**src/rtl/cpu_pkg.sv**
```systemverilog
// Shared CPU constants and program-counter source encodings.
// Used by the PC unit and the control FSM.
package cpu_pkg;

  localparam int PC_W = 9;
  localparam int INC = 1;
  localparam int RAS_DEPTH = 4;
  localparam logic [PC_W-1:0] RESET_VEC = '0;
  localparam logic [PC_W-1:0] EXC_VEC = 9'h1F0;

  typedef enum logic [1:0] {
    PC_SEQ = 2'b00,
    PC_BR  = 2'b01,
    PC_JMP = 2'b10,
    PC_RET = 2'b11
  } pc_src_e;

endpackage

```
**src/rtl/ras_stack.sv**
```systemverilog
// Circular return-address stack with occupancy count.
// A push when full overwrites the oldest entry and flags an error.
module ras_stack #(
  parameter int W = 9,
  parameter int DEPTH = 4
) (
  input  logic         clk,
  input  logic         rst_n,
  input  logic         push,
  input  logic         pop,
  input  logic [W-1:0] din,
  output logic [W-1:0] top,
  output logic         empty,
  output logic         full,
  output logic         err
);

  localparam int AW = $clog2(DEPTH);

  logic [W-1:0] mem [DEPTH];
  logic [AW-1:0] sp;
  logic [AW:0] cnt;

  assign empty = (cnt == '0);
  assign full = (cnt == (AW+1)'(DEPTH));
  assign top = mem[sp - AW'(1)];

  always_ff @(posedge clk) begin
    if (push)
      mem[sp] <= din;
  end

  always_ff @(posedge clk or negedge rst_n) begin
    if (!rst_n) begin
      sp <= '0;
      cnt <= '0;
      err <= 1'b0;
    end else if (push) begin
      sp <= sp + AW'(1);
      if (full)
        err <= 1'b1;
      else
        cnt <= cnt + (AW+1)'(1);
    end else if (pop) begin
      if (empty) begin
        err <= 1'b1;
      end else begin
        sp <= sp - AW'(1);
        cnt <= cnt - (AW+1)'(1);
      end
    end
  end

endmodule

```
**src/rtl/pc_unit.sv**
```systemverilog
// Program counter with next-PC select, exception vector
// and return-address stack.
module pc_unit #(
  parameter int PC_W = cpu_pkg::PC_W,
  parameter int INC = cpu_pkg::INC,
  parameter logic [PC_W-1:0] RESET_VEC = PC_W'(cpu_pkg::RESET_VEC),
  parameter logic [PC_W-1:0] EXC_VEC = PC_W'(cpu_pkg::EXC_VEC),
  parameter int RAS_DEPTH = cpu_pkg::RAS_DEPTH
) (
  input  logic            clk,
  input  logic            rst_n,
  input  logic            pc_write,
  input  logic            pc_write_cond,
  input  logic            zero,
  input  logic [1:0]      pc_src,
  input  logic [PC_W-1:0] target,
  input  logic            call,
  input  logic            exc,
  output logic [PC_W-1:0] pc_out,
  output logic [PC_W-1:0] pc_seq,
  output logic            ras_empty,
  output logic            ras_full,
  output logic            ras_err
);

  import cpu_pkg::*;

  logic update;
  logic push;
  logic pop;
  logic [PC_W-1:0] ras_top;
  logic [PC_W-1:0] pc_next;

  assign update = exc | pc_write | (pc_write_cond & zero);
  assign push = update & ~exc & (pc_src == PC_JMP) & call;
  assign pop = update & ~exc & (pc_src == PC_RET);
  assign pc_seq = pc_out + PC_W'(INC);

  always_comb begin
    pc_next = pc_seq;
    if (exc) begin
      pc_next = EXC_VEC;
    end else begin
      unique case (pc_src)
        PC_SEQ: pc_next = pc_seq;
        PC_BR:  pc_next = target;
        PC_JMP: pc_next = target;
        PC_RET: pc_next = ras_empty ? target : ras_top;
        default: pc_next = pc_seq;
      endcase
    end
  end

  always_ff @(posedge clk or negedge rst_n) begin
    if (!rst_n)
      pc_out <= RESET_VEC;
    else if (update)
      pc_out <= pc_next;
  end

  ras_stack #(
    .W(PC_W),
    .DEPTH(RAS_DEPTH)
  ) u_ras (
    .clk(clk),
    .rst_n(rst_n),
    .push(push),
    .pop(pop),
    .din(pc_seq),
    .top(ras_top),
    .empty(ras_empty),
    .full(ras_full),
    .err(ras_err)
  );

endmodule
```
**config.mk**
```make
export PLATFORM = sky130hd
export DESIGN_NAME = pc_unit
export DESIGN_NICKNAME = d
export VERILOG_FILES = /design/src/rtl/cpu_pkg.sv /design/src/rtl/ras_stack.sv /design/src/rtl/pc_unit.sv
export SDC_FILE = /design/constraint.sdc
export NUM_CORES = 1
export LEC_CHECK = 0
export CAP_MARGIN = 20
export CORE_MARGIN = 4
export CORE_UTILIZATION = 49
export DETAILED_ROUTE_END_ITERATION = 7
export PLACE_DENSITY = 0.87
export SETUP_SLACK_MARGIN = 0.15
export SYNTH_ARGS = -nofsm -noshare
export SYNTH_HDL_FRONTEND = slang
export SYNTH_HIERARCHICAL = 1
export SYNTH_SLANG_ARGS = --single-unit
export TNS_END_PERCENT = 5
```
**constraint.sdc**
```tcl
create_clock -name clk -period 2.3 [get_ports clk]
set_input_delay 0.345 -clock clk [delete_from_list [all_inputs] [get_ports clk]]
set_output_delay 0.345 -clock clk [all_outputs]
set_load 0.02 [all_outputs]
```
== Word level (Yosys, flattened, before mapping) ==
Memories as Yosys holds them, arrays and structs flattened.
Cells that the tools add are included.
W data, S select, Z words.

* Input bits: 18
* Latch bits: 0
* Output and inout port bits: 21
* ROM bits: 0
* Logic and storage cells: 49
* Register bits: 15
* Memories kept: 1
* Memory bits (writable): 36

{| class="wikitable"
|+ Memories
! name !! depth !! width !! read ports !! clocked after Yosys merged registers in !! wr ports !! line !! RTL
|-
| u_ras.mem || 4 || 9 || 1 || 0 || 1 || ras_stack.sv:20 || <nowiki>logic [W-1:0] mem [DEPTH];</nowiki>
|}

* Mux-type cells: 16
* Order comparisons: 0
* Divide/modulo/power cells: 0
* Shift-type cells: 0
* Equal/unequal tests: 7
* Multipliers: 0
* Reductions and logical operators: 8
* Bitwise logic cells: 8
* Add/subtract/negate cells: 5

{| class="wikitable"
|+ Operator list
! kind !! number
|-
| $pmux W9 S3 || 1
|-
| $mux W9 || 2
|-
| $mux W3 || 4
|-
| $add A9 B1 Y9 const B || 1
|-
| $mux W1 || 6
|-
| $mux W2 || 3
|-
| $reduce_and A3 Y1 || 2
|-
| $and A1 B1 Y1 || 5
|-
| $eq A2 B2 Y1 const B || 2
|-
| $ne A2 B2 Y1 const B || 2
|-
| $reduce_bool A2 Y1 || 2
|-
| $add A3 B1 Y3 const B || 1
|-
| $eq A3 B3 Y1 const B || 1
|-
| $logic_not A3 Y1 || 1
|-
| $sub A3 B1 Y3 const B || 1
|-
| $add A2 B1 Y2 const B || 1
|-
| $eq A2 B1 Y1 const B || 1
|-
| $logic_not A2 Y1 || 1
|-
| $ne A2 B1 Y1 const B || 1
|-
| $or A1 B1 Y1 || 2
|-
| $reduce_and A2 Y1 || 1
|-
| $reduce_or A2 Y1 || 1
|-
| $sub A2 B1 Y2 const B || 1
|-
| $not A1 Y1 || 1
|}

== Depth between registers and ports, before layout ==
* Depth after elaboration: 7
* Gate-level depth with buffers: 10
* Mapped depth without buffers: 8

== Modules after synthesis ==
Netlist, hierarchy kept.

{| class="wikitable"
|+ By module, submodules not included
! module !! instances !! area an instance (um^2) !! cells an instance
|-
| ras_stack || 1 || 1760.4 || 96
|-
| pc_unit || 1 || 872.1 || 92
|}

== Worst setup path after synthesis ==
No wires, ideal clock.

* Path kind: reg-to-reg
* Start: register u_ras.sp[0]
* End: register pc_out[4]
* Library setup time: 0.126 ns
* Cell stages (with the launch flop): 10
* Arrival time: 2.230 ns
* Path buffers: 2
* Required time: 2.174 ns
* Path slack: -0.056 ns
* Cells stage by stage: dfrtp_1 -> buf_4 -> inv_1 -> ha_1 -> clkbuf_8 -> mux4_2 -> mux2_4 -> a221oi_2 -> a31oi_1 -> o32a_1

* Word-level cells in the longest chain between the ends: 5

{| class="wikitable"
|+ Ends and longest elaborated chain
! item !! line !! RTL
|-
| start, declared || ras_stack.sv:21 || <nowiki>logic [AW-1:0] sp;</nowiki>
|-
| start signal, assigned || ras_stack.sv:39 || <nowiki>sp <= sp + AW'(1);</nowiki>
|-
| start signal, assigned || ras_stack.sv:48 || <nowiki>sp <= sp - AW'(1);</nowiki>
|-
| $sub A2 B1 Y2 || ras_stack.sv:26 || <nowiki>assign top = mem[sp - AW'(1)];</nowiki>
|-
| $mem_v2 Z4 W9 || n/a ||
|-
| named net ras_top[4] || pc_unit.sv:31 || <nowiki>logic [PC_W-1:0] ras_top;</nowiki>
|-
| $mux W9 || pc_unit.sv:48 || <nowiki>PC_RET: pc_next = ras_empty ? target : ras_top;</nowiki>
|-
| $pmux W9 S3 || pc_unit.sv:44 || <nowiki>unique case (pc_src)</nowiki>
|-
| $mux W9 || pc_unit.sv:41 || <nowiki>if (exc) begin</nowiki>
|-
| end signal, assigned || pc_unit.sv:58 || <nowiki>pc_out <= pc_next;</nowiki>
|-
| end, declared || pc_unit.sv:19 || <nowiki>output logic [PC_W-1:0] pc_out,</nowiki>
|}

The timed path passes the listed nets, and every way through them passes these cells.
A chain may end at the register's enable or synchronous reset.

== Worst setup path in the final report ==
* Start: input pc_write
* End: register u_ras.cnt[1]

* Word-level cells in the longest chain between the ends: 7
* Elaborated cells on any way between the ends: 11

{| class="wikitable"
|+ Ends and longest elaborated chain
! item !! line !! RTL
|-
| start, declared || pc_unit.sv:12 || <nowiki>input logic pc_write,</nowiki>
|-
| $or A1 B1 Y1 * (2 in series) || pc_unit.sv:34 || <nowiki>assign update = exc | pc_write | (pc_write_cond & zero);</nowiki>
|-
| $and A1 B1 Y1 * (3 in series) || pc_unit.sv:35 || <nowiki>assign push = update & ~exc & (pc_src == PC_JMP) & call;</nowiki>
|-
| named net push || pc_unit.sv:29 || <nowiki>logic push;</nowiki>
|-
| $ne A2 B2 Y1 (no source line) (tied with other cells) || n/a ||
|-
| $reduce_and A3 Y1 (no source line) || n/a ||
|-
| end signal, assigned || ras_stack.sv:43 || <nowiki>cnt <= cnt + (AW+1)'(1);</nowiki>
|-
| end signal, assigned || ras_stack.sv:49 || <nowiki>cnt <= cnt - (AW+1)'(1);</nowiki>
|-
| end, declared || ras_stack.sv:22 || <nowiki>logic [AW:0] cnt;</nowiki>
|}

Mark *: on every way through the listed nets, which the timed path passes. The rest lies on a longest branch.

==> results.ini <==
[power]
p_leak_nw = 1.36
ir_drop_uv = 550
power_density_nw_per_um2 = 973

[worst_setup_path]
r2r_cells = 8
slowest_delay_ns = 0.55
worstPathRequired_ns = 2.52
endpoint_kind = flip-flop
arrival_ns = 2.38
rr_endpoint = pc_out[5]
r2r_setup_slack_ns = 0.20
cp_max_fo = 2
r2r-start = u_ras/sp[1]
critPathLaunchType = input port
path_class = in -> reg
path_cells = clkdlybuf4s50_1 -> a211oi_2 -> nor2_1 -> and3_1 -> inv_2 -> fa_1 -> inv_1 -> o21a_1 -> a221oi_2
crit_slowest_cell = fa_1

[yosys]
ys_async_sr_fraction = 0.294
synth_area_per_cell_um2 = 14.0
seq_area_frac_synth = 0.553
synth_top_area_cell = edfxtp_1
yosys.cell_count.top_type = edfxtp_1
synthesis.area_um2 = 2630
synth_common_cells = 36 x edfxtp_1, 15 x dfrtp_1, 11 x inv_1
netlist_instances = 188
synthTopCellsByArea = edfxtp_1 41%, dfrtp_1 14%, mux4_2 7.7%, ha_1 4.3%, mux2_2 2.1%
yosys_warnings = 6
synth_cell_type_count = 50
ys_ff_latch = 51
synthesis.nets = 216
yosysTopAreaCellShare = 0.411
synth_edf_count = 36
synth-main-ff-cell = edfxtp_1

[floorplan]
core_um2 = 5170
chipWidth_um = 81.3
dieArea_um2 = 6610
io_pins = 39
rows = 26
initial_core_util = 0.509
fp.dieH_um = 81.3

[global_routing]
grt_usage = 0.211
grt_pass1_wl_mm = 10.0
grt_pass1_vias = 1968
grt-ovfl-total = 0
grt_max_degree = 16
antenna_found_initial = 0

[timing]
worst_slew_pin_slew_ns = 0.340
post-route-period-util = 0.940
drv_slew = 0
hold_viol_final = 0
fin_skew_ns = 0.00433
slew_headroom = 0.773
max_clock_freq_ghz = 0.462
setup_viol = 0
rsz0062_at_grt = true
period_minus_slack_ns = 2.16
fin_ws_ns = 0.138

[drt]
drcViolationCount = 0
wl_per_cell_um = 19.4
vias = 1948
vias_per_cell = 5.90
ant_nets = 0
drt-total-wl_mm = 6.40
dr.first_iter.drc_count = 174
detail_route.first_pass.iterations = 4

[place]
portBuffers = 38
placed_area_um2 = 3280
dp_cells = 320
dp_hpwl_mm = 4.81
gp_congestion = 0.799
pre_cts_ws_ns = -0.197

[layout]
drive_above_1_share = 0.308
finalCoreUtilization = 0.670
final_nets = 287
multi_input_area_um2 = 1100
syn_to_final_growth_pct = 31.7
fin_cells = 330
seq_area_um2 = 1460
n_antenna_cell = 0
fillers = 362
final_area_um2 = 3470

[cts]
worstSkewPairLatency_ns = 0.30
hold_buffers = 0
cts_inserted_buffers = 5
clk_path_buf_depth = 2
cts_tree = built
cts_max_level = 2
clkTransAtPathRegs_ns = 0.09
cts-root-buf = clkbuf_8
cts_sinks = 51

[outcome]
outcome = finished, final reports clean

[min_path]
min-delay-path-class = in -> async

[run]
cap_violations = 0

cells by family after synthesis:
family                     count (synthesis)  synth area share
AOI/OAI and AO/OA                         45             0.127
DFF                                       51             0.553
xor gates and xnor gates                   8            0.0266
and+or+nand+nor                           36            0.0760
adders and majority gates                 10            0.0504
buffers and inverters                     21            0.0528
muxes                                     17             0.114
state kept, by name (all words and copies together), names as in the netlist:
| signal | cells |
|---|---|
| u_ras/cnt | 3 |
| u_ras/mem | 36 |
| u_ras/sp | 2 |
| pc_out | 9 |
| u_ras/err | 1 |
through the flow:
stage	hold WS [ns]	power, mW	setup TNS (ns)
global placement	0.447	2.57	-0.0820
detailed placement	0.482	2.63	-0.271
global route	0.368	3.55	0
CTS	0.353	3.35	0
floorplan	0.0494	2.18	0
finish	0.357	3.37	0
area by class of cell:
class,count,share of cell area
inverters,11,0.0126
flip-flops and latches,51,0.421
clock buffers,6,0.0209
well taps,70,0.0253
repair buffers,74,0.186
clock inverters,2,0.0173
multi-input cells,116,0.317
worst max-delay path by stage:
stage                           start      endpoint
after floorplan           u_ras/sp[0]     pc_out[4]
after global placement            exc  u_ras/cnt[1]
after detailed placement          exc  u_ras/cnt[1]
after CTS                         exc  u_ras/cnt[1]
after global routing         pc_write  u_ras/cnt[1]
final                        pc_write  u_ras/cnt[1]
metal layers:
metal,global-route usage,up-vias,share of wire
met5,0,-,0
met4,0.0912,0,0.025
met3,0.0565,13,0.077
met2,0.357,106,0.51
met1,0.251,959,0.39
li1,-,870,-
where the power goes:
| part | internal [mW] | switching, mW |
|---|---|---|
| logic | 0.756 | 0.648 |
| clock network | 0.435 | 0.290 |
| registers | 1.11 | 0.134 |
| total | 2.30 | 1.07 |
placed cells by master (no fill, tap or decap), types with 2 or more instances in the layout:
cell	count
inv_1	8
dlymetal6s2s_1	3
dlygate4sd2_1	2
a22o_1	3
a221o_1	2
a221oi_1	3
nand2_1	4
mux2_4	2
a21oi_1	9
clkbuf_8	5
clkdlybuf4s15_1	2
bufinv_16	2
xor2_1	3
xnor2_1	2
and2_1	6
buf_4	35
and3_1	4
nand3_1	6
o21a_1	2
ha_1	8
a221oi_2	3
clkdlybuf4s50_1	28
inv_2	2
nor2b_1	2
buf_2	2
and2b_2	2
edfxtp_1	36
nor2_1	6
mux2_2	5
xnor2_2	3
o21ai_0	5
mux4_2	9
a311oi_1	2
dfrtp_1	14
o22ai_1	3
o22a_1	2
critical path, delay by kind of cell:
family	cells	cell delay, ns
buffers and inverters	3	0.64
adders and majority gates	1	0.55
AOI/OAI and AO/OA	3	0.42
and+or+nand+nor	2	0.43
what timing repair did:
action                     in CTS  in global routing
setup endpoints to repair      10                 12
pin swaps                       1                  4
resized for setup              20                 11
setup buffers                   0                  2
Note: power is estimated with default switching activity, not from simulation.
